`src/rtl/abro_multi_fsm.sv`:
```
// abro_multi_fsm: N-input ABRO controller with optional timeout, seen vector and saturating emit counter
module abro_multi_fsm #(
  parameter int N_IN       = 4,
  parameter int AUTO_REARM = 0,
  parameter int TIMEOUT    = 0,
  parameter int CNT_W      = 8
) (
  input  logic             clk,
  input  logic             reset,
  input  logic [N_IN-1:0]  in_vec,
  input  logic             r,
  output logic             o,
  output logic [1:0]       state,
  output logic [N_IN-1:0]  seen,
  output logic             timeout_p,
  output logic [CNT_W-1:0] emit_cnt
);
  localparam int TW = (TIMEOUT > 0) ? $clog2(TIMEOUT + 1) : 1;
  localparam logic [TW-1:0] T_LAST = TW'((TIMEOUT > 0) ? TIMEOUT - 1 : 0);
  typedef enum logic [1:0] {IDLE = 2'b00, COLLECT = 2'b01, EMIT = 2'b10, DONE = 2'b11} state_t;
  state_t            state_q, state_d;
  logic [N_IN-1:0]   seen_q, seen_d, acc;
  logic [TW-1:0]     timer_q, timer_d;
  logic [CNT_W-1:0]  cnt_q, cnt_d;
  logic              tp_q, tp_d, o_q, done;
  // next-state: restart beats completion, completion beats timeout
  always_comb begin
    acc = seen_q | in_vec;
    done = &acc;
    state_d = state_q;
    seen_d = seen_q;
    timer_d = timer_q;
    tp_d = 1'b0;
    cnt_d = cnt_q;
    if (r) begin
      state_d = IDLE;
      seen_d = '0;
      timer_d = '0;
    end else begin
      case (state_q)
        IDLE: begin
          state_d = done ? EMIT : (|in_vec) ? COLLECT : IDLE;
          seen_d = done ? '1 : in_vec;
          timer_d = '0;
        end
        COLLECT: begin
          seen_d = acc;
          if (done) state_d = EMIT;
          else if (TIMEOUT != 0 && timer_q == T_LAST) begin
            state_d = IDLE;
            seen_d = '0;
            timer_d = '0;
            tp_d = 1'b1;
          end else timer_d = (TIMEOUT != 0) ? timer_q + 1'b1 : '0;
        end
        EMIT: begin
          state_d = (AUTO_REARM != 0) ? IDLE : DONE;
          seen_d = (AUTO_REARM != 0) ? '0 : '1;
          timer_d = '0;
        end
        DONE: seen_d = '1;
        default: begin
          state_d = IDLE;
          seen_d = '0;
          timer_d = '0;
        end
      endcase
    end
    if (state_d == EMIT && !(&cnt_q)) cnt_d = cnt_q + 1'b1;
  end
  // state and registered outputs
  always_ff @(posedge clk or posedge reset) begin
    if (reset) begin
      state_q <= IDLE;
      seen_q <= '0;
      timer_q <= '0;
      cnt_q <= '0;
      tp_q <= 1'b0;
      o_q <= 1'b0;
    end else begin
      state_q <= state_d;
      seen_q <= seen_d;
      timer_q <= timer_d;
      cnt_q <= cnt_d;
      tp_q <= tp_d;
      o_q <= (state_d == EMIT);
    end
  end
  assign o = o_q;
  assign state = state_q;
  assign seen = seen_q;
  assign timeout_p = tp_q;
  assign emit_cnt = cnt_q;
endmodule

```
`config.mk`:
```
export PLATFORM = sky130hd
export DESIGN_NAME = abro_multi_fsm
export DESIGN_NICKNAME = d
export VERILOG_FILES = /design/src/rtl/abro_multi_fsm.sv
export SDC_FILE = /design/constraint.sdc
export NUM_CORES = 1
export LEC_CHECK = 0
export BUFFER_PORTS_ARGS = -buffer_cell sky130_fd_sc_hd__buf_2
export CELL_PAD_IN_SITES_DETAIL_PLACEMENT = 0
export CELL_PAD_IN_SITES_GLOBAL_PLACEMENT = 1
export CORE_MARGIN = 8
export CORE_UTILIZATION = 35
export CTS_CLUSTER_DIAMETER = 40
export DETAILED_ROUTE_END_ITERATION = 8
export PLACE_DENSITY_LB_ADDON = 0.1
export SLEW_MARGIN = 25
export SYNTH_ARGS = -nofsm -noshare
export SYNTH_HDL_FRONTEND = slang
export SYNTH_SLANG_ARGS = --single-unit
```
`constraint.sdc`:
```
create_clock -name clk -period 1.6 [get_ports clk]
set_input_delay 0.16 -clock clk [delete_from_list [all_inputs] [get_ports clk]]
set_output_delay 0.16 -clock clk [all_outputs]
set_load 0.02 [all_outputs]
```
Word level (Yosys, flattened, before mapping) --
Index checks and enable logic that the tools add are counted. W data, S select, Z words.
Storage, ports and cells: register bits after elaboration 15, output and inout bits 16
Operators by class: add/sub/neg operators 1, eq/ne operators 4, multiplexer cells 8, bitwise operators 1, reduce and logical (&&, ||, !) cells 7
Operators with widths (number):
- $pmux W4 S3 | 1
- $add A8 B1 Y8 const B | 1
- $mux W4 | 2
- $reduce_and A8 Y1 | 1
- $eq A2 B2 Y1 const B | 3
- $mux W2 | 3
- $pmux W2 S3 | 1
- $or A4 B4 Y4 | 1
- $reduce_and A4 Y1 | 1
- $reduce_or A4 Y1 | 1
- $eq A2 B1 Y1 const B | 1
- $logic_not A2 Y1 | 1
- $reduce_or A2 Y1 | 1
- $logic_and A1 B1 Y1 | 1
- $logic_not A1 Y1 | 1
- $mux W1 | 1

Longest topological paths before layout --
word-level depth 7, depth in mapped cells 5

Least setup slack after synthesis --
OpenSTA, ideal clock, no wires.
path type flip-flop to flip-flop, start register seen_q[0], in the netlist seen[0], end register cnt_q[1], in the netlist emit_cnt[1], library setup time 0.125 ns, arrival time 1.519 ns, data required time 1.475 ns, slack -0.044 ns, cell stages (with the launch flop) 5, buffers on the path 0, period minus slack after synthesis 1.644 ns, path through dfrtp_1 o22ai_2 nor4_4 and2_4 mux2_4
On the way: longest elaborated chain between the ends 7
RTL lines:
- from (decl) | line 22 | logic [N_IN-1:0] seen_q, seen_d, acc;
- from (signal assigned) | line 82 | seen_q <= seen_d;
- $or A4 B4 Y4 * | line 28 | acc = seen_q | in_vec;
- $reduce_and A4 Y1 * | line 29 | done = &acc;
- $mux W2 (on tied branches) | line 48, 42
- $pmux W2 S3 * | line 40 | case (state_q)
- $mux W2 * | line 35 | if (r) begin
- $eq A2 B2 Y1 * | line 69 | if (state_d == EMIT && !(&cnt_q)) cnt_d = cnt_q + 1'b1;
- $logic_and A1 B1 Y1 * | line 69
- to (signal assigned) | line 84 | cnt_q <= cnt_d;
- to (decl) | line 24 | logic [CNT_W-1:0] cnt_q, cnt_d;
Mark *: on every way between the ends. The rest lies on a longest branch, timed or not. A chain may end at the register's enable or synchronous reset.

Final worst setup path --
start register seen_q[1], in the netlist seen[1], end register cnt_q[1], in the netlist emit_cnt[1]
The elaborated chain is that of the path after synthesis.

==> qor.csv <==
stage;metric;value;unit
power;power density cells;1218;nW/µm²
sta;final hold vios;0;
sta;measured slew at the worst slew-check pin;0.5644;ns
yosys;FFs w/ async S/R, synth;1.000;
yosys;Compound-Gate Fraction of Synth Area;0.1319;
clocking;TritonCTS buffer count;3;
worst_hold_path;HP Class;primary input to register;
global_route;first-pass GRT wire length;2.601;mm
place;hpwl dp;1.185;mm
sta;worst rel slew slack;0.6233;
power;Peak VDD IR;709.1;µV
setup_path;Crit path required time;1.77;ns
place;worst slack at placement;0.2272;ns
yosys;EDFF count, synth;0;
global_route;GRT Residual Overflow;0;
yosys;Synth Area in XOR/XNOR;0.06239;
yosys;Main synth FF type;dfrtp_1;
floorplan;I/O pin count;23;
place;gp weighted congestion;0.7075;
yosys;register area share after synthesis;0.5348;
clocking;CTS sink cnt;15;
global_route;GRT Resource Usage Total;0.09372;
setup_path;CP max stage delay;0.40;ns
floorplan;Die W;60.78;µm
routing;Vias/cell;4.802;
global_route;initial antenna violation count;0;
clocking;worst-skew pair later-pin latency;0.28;ns
setup_path;CP startpoint;seen[1];
setup_path;reg2reg end;emit_cnt[1];
setup_path;Worst Setup Path Type;register to register;
final_layout;Nets;103;
sta;Setup Skew;0.004049;ns
clocking;Clock Path Buffers;2;
place;number of buffers added on ports;21;
sta;post-route minimum period;1.387;ns
yosys;Syn. warnings;0;
setup_path;Crit Path Max Fanout;4;
routing;final WL;1.552;mm
setup_path;crit path buf inv count;0;
floorplan;Die Y;60.78;µm
setup_path;Reg2Reg Depth;4;
run_status;status;complete, no violations;
clocking;H-tree depth;1;
run;Max-Cap Viols;0;
floorplan;DIE AREA;3694;µm²
routing;Iter 0 DRT Violations;17;
clocking;Root Driver;clkbuf_4;
clocking;clk slew on worst S/H paths;0.09;ns
routing;1st-pass router iterations;4;
routing;# DRC;0;
setup_path;CP delay by family, top;simple AND/OR/NAND/NOR gates;
sta;Period Utilization, post-route;0.8667;
sta;unrepaired setup endpoints after global routing;no;
final_layout;Area Overhead vs Synth;29.59;%
yosys;Mapped Area;701.9;µm²
global_route;largest net degree at the start of global routing;16;
sta;worst hold slack;0.1491;ns
sta;setup violators final;0;
yosys;Syn Area/Cell;10.80;µm²
yosys;Post-Syn Nets;73;
setup_path;r2r startpoint;seen[1];
yosys;simple-gate share of the synthesized area;0.1943;
routing;total number of vias;581;
floorplan;Initial Util;0.3652;
routing;Routed Antenna Nets;0;
yosys;Mapped Cells;65;
final_layout;share of cells above drive strength 1;0.3723;
setup_path;Worst Setup EP;emit_cnt[1];
yosys;Distinct cells, synth;25;
global_route;vias in the first global route;601;
final_layout;filler cell count in the final layout;193;
floorplan;Rows;16;
sta;Max Transition Viols Final;0;
yosys;number of synthesized register bits;15;
clocking;TritonCTS clock tree;built;
yosys;Synth Area in Adders;0.01783;
setup_path;Critical Path Stages;4;
floorplan;Core ar.;1922;µm²
yosys;post-synthesis mux area share;0.02139;
routing;drt wl/cell;12.83;µm
sta;Max Clk Rate;721.1;MHz
setup_path;Slowest cell on crit path;dfrtp_2;
power;Pleak;0.4329;nW
setup_path;Cell Chain, Critical Path;o22ai_4 > nor4_4 > and2_4 > mux2_4;
setup_path;WP data arrival;1.56;ns
setup_path;crit end category;register;
sta;Final WS setup;0.2133;ns
final_layout;total inserted antenna cells;0;
yosys;main combinational cell family by area after synthesis;simple AND/OR/NAND/NOR gates;
setup_path;R2R setup slack;0.21;ns
setup_path;Startpoint Class;register;
==> area by class of cell <==
cell class              count  area [µm²]  area share
multi-input cells          46       311.5      0.3425
repair buffers             27       152.6      0.1678
flip-flops and latches     15       377.9      0.4154
clock buffers               4       26.28     0.02889
inverters                   2       7.507    0.008253
well taps                  27       33.78     0.03714
==> logic make-up after synthesis <==
group           count (synthesis)
compound gates                 16
xor+xnor                        5
fa+ha+maj                       1
buf+inv                         4
flops                          15
mux                             1
other cells                     1
simple gates                   22
==> cell usage after synthesis (2+ instances only) <==
cell	n	area (µm²)
o22ai_1	2	12.51
dfrtp_1	15	375.4
nand2_1	2	7.510
xnor2_1	4	35.03
nand3_1	4	20.02
a31oi_1	2	12.51
buf_4	2	15.01
nor2_1	6	22.52
a21oi_1	11	55.05
inv_1	2	7.510
==> how the worst min path moves through the flow <==
stage               startpoint           to  slack, ns  cells past startpoint
floorplan                reset  emit_cnt[0]       0.06                      1
global placement         reset            o       0.26                      2
detailed placement       reset            o       0.25                      2
CTS                          r      seen[1]       0.14                      2
global route                 r      seen[3]       0.14                      2
finish                       r      seen[1]       0.15                      2
==> where the power goes <==
part / internal (mW) / switching [mW]
Clock: 0.0965 / 0.116
Combinational: 0.163 / 0.213
Sequential: 0.445 / 0.0756
==> cell usage in the layout (no fill, tap or decap), drive strengths merged <==
cell	synthesis	layout
a21oi	11	11
a31oi	2	2
and2	1	1
and3	1	1
and4	1	1
buf	2	26
clkbuf	0	4
conb	1	1
dfrtp	15	15
dlygate4sd3	0	1
ha	1	1
inv	2	2
mux2	1	1
nand2	2	2
nand3	4	4
nand3b	1	1
nand4	1	1
nand4b	1	1
nor2	6	6
nor2b	1	1
nor3	1	1
nor4	1	1
o22ai	3	3
or4	1	1
xnor2	4	4
xor2	1	1
==> layer usage <==
metal | vias up | track usage | share of wire
li1 | 290 | - | -
met1 | 273 | 0.1090 | 0.46
met2 | 16 | 0.1433 | 0.44
met3 | 2 | 0.03178 | 0.081
met4 | 0 | 0.05980 | 0.0084
met5 | - | 0 | 0
==> registers in the layout, summed over array words and instances (netlist names) <==
register,count
seen,4
state,2
emit_cnt,8
o,1
==> stage by stage <==
step                        util  instances  power, mW  setup TNS (ns)  area, µm²
after floorplan                -         65     0.7556       -0.004842      711.9
after global placement    0.4544        116     0.9092               0      873.3
after detailed placement  0.4544        116     0.9102               0      873.3
after CTS                 0.4733        121      1.130               0      909.6
after global routing      0.4733        121      1.194               0      909.6
final                     0.4733        121      1.108               0      909.6
==> repair_timing <==
action                    4_1_cts  5_1_grt
hold buffers                    1        0
resized for setup               0        0
hold endpoints to repair       15        0
setup buffers                   0        0
Note: power is estimated with default switching activity, not from simulation.
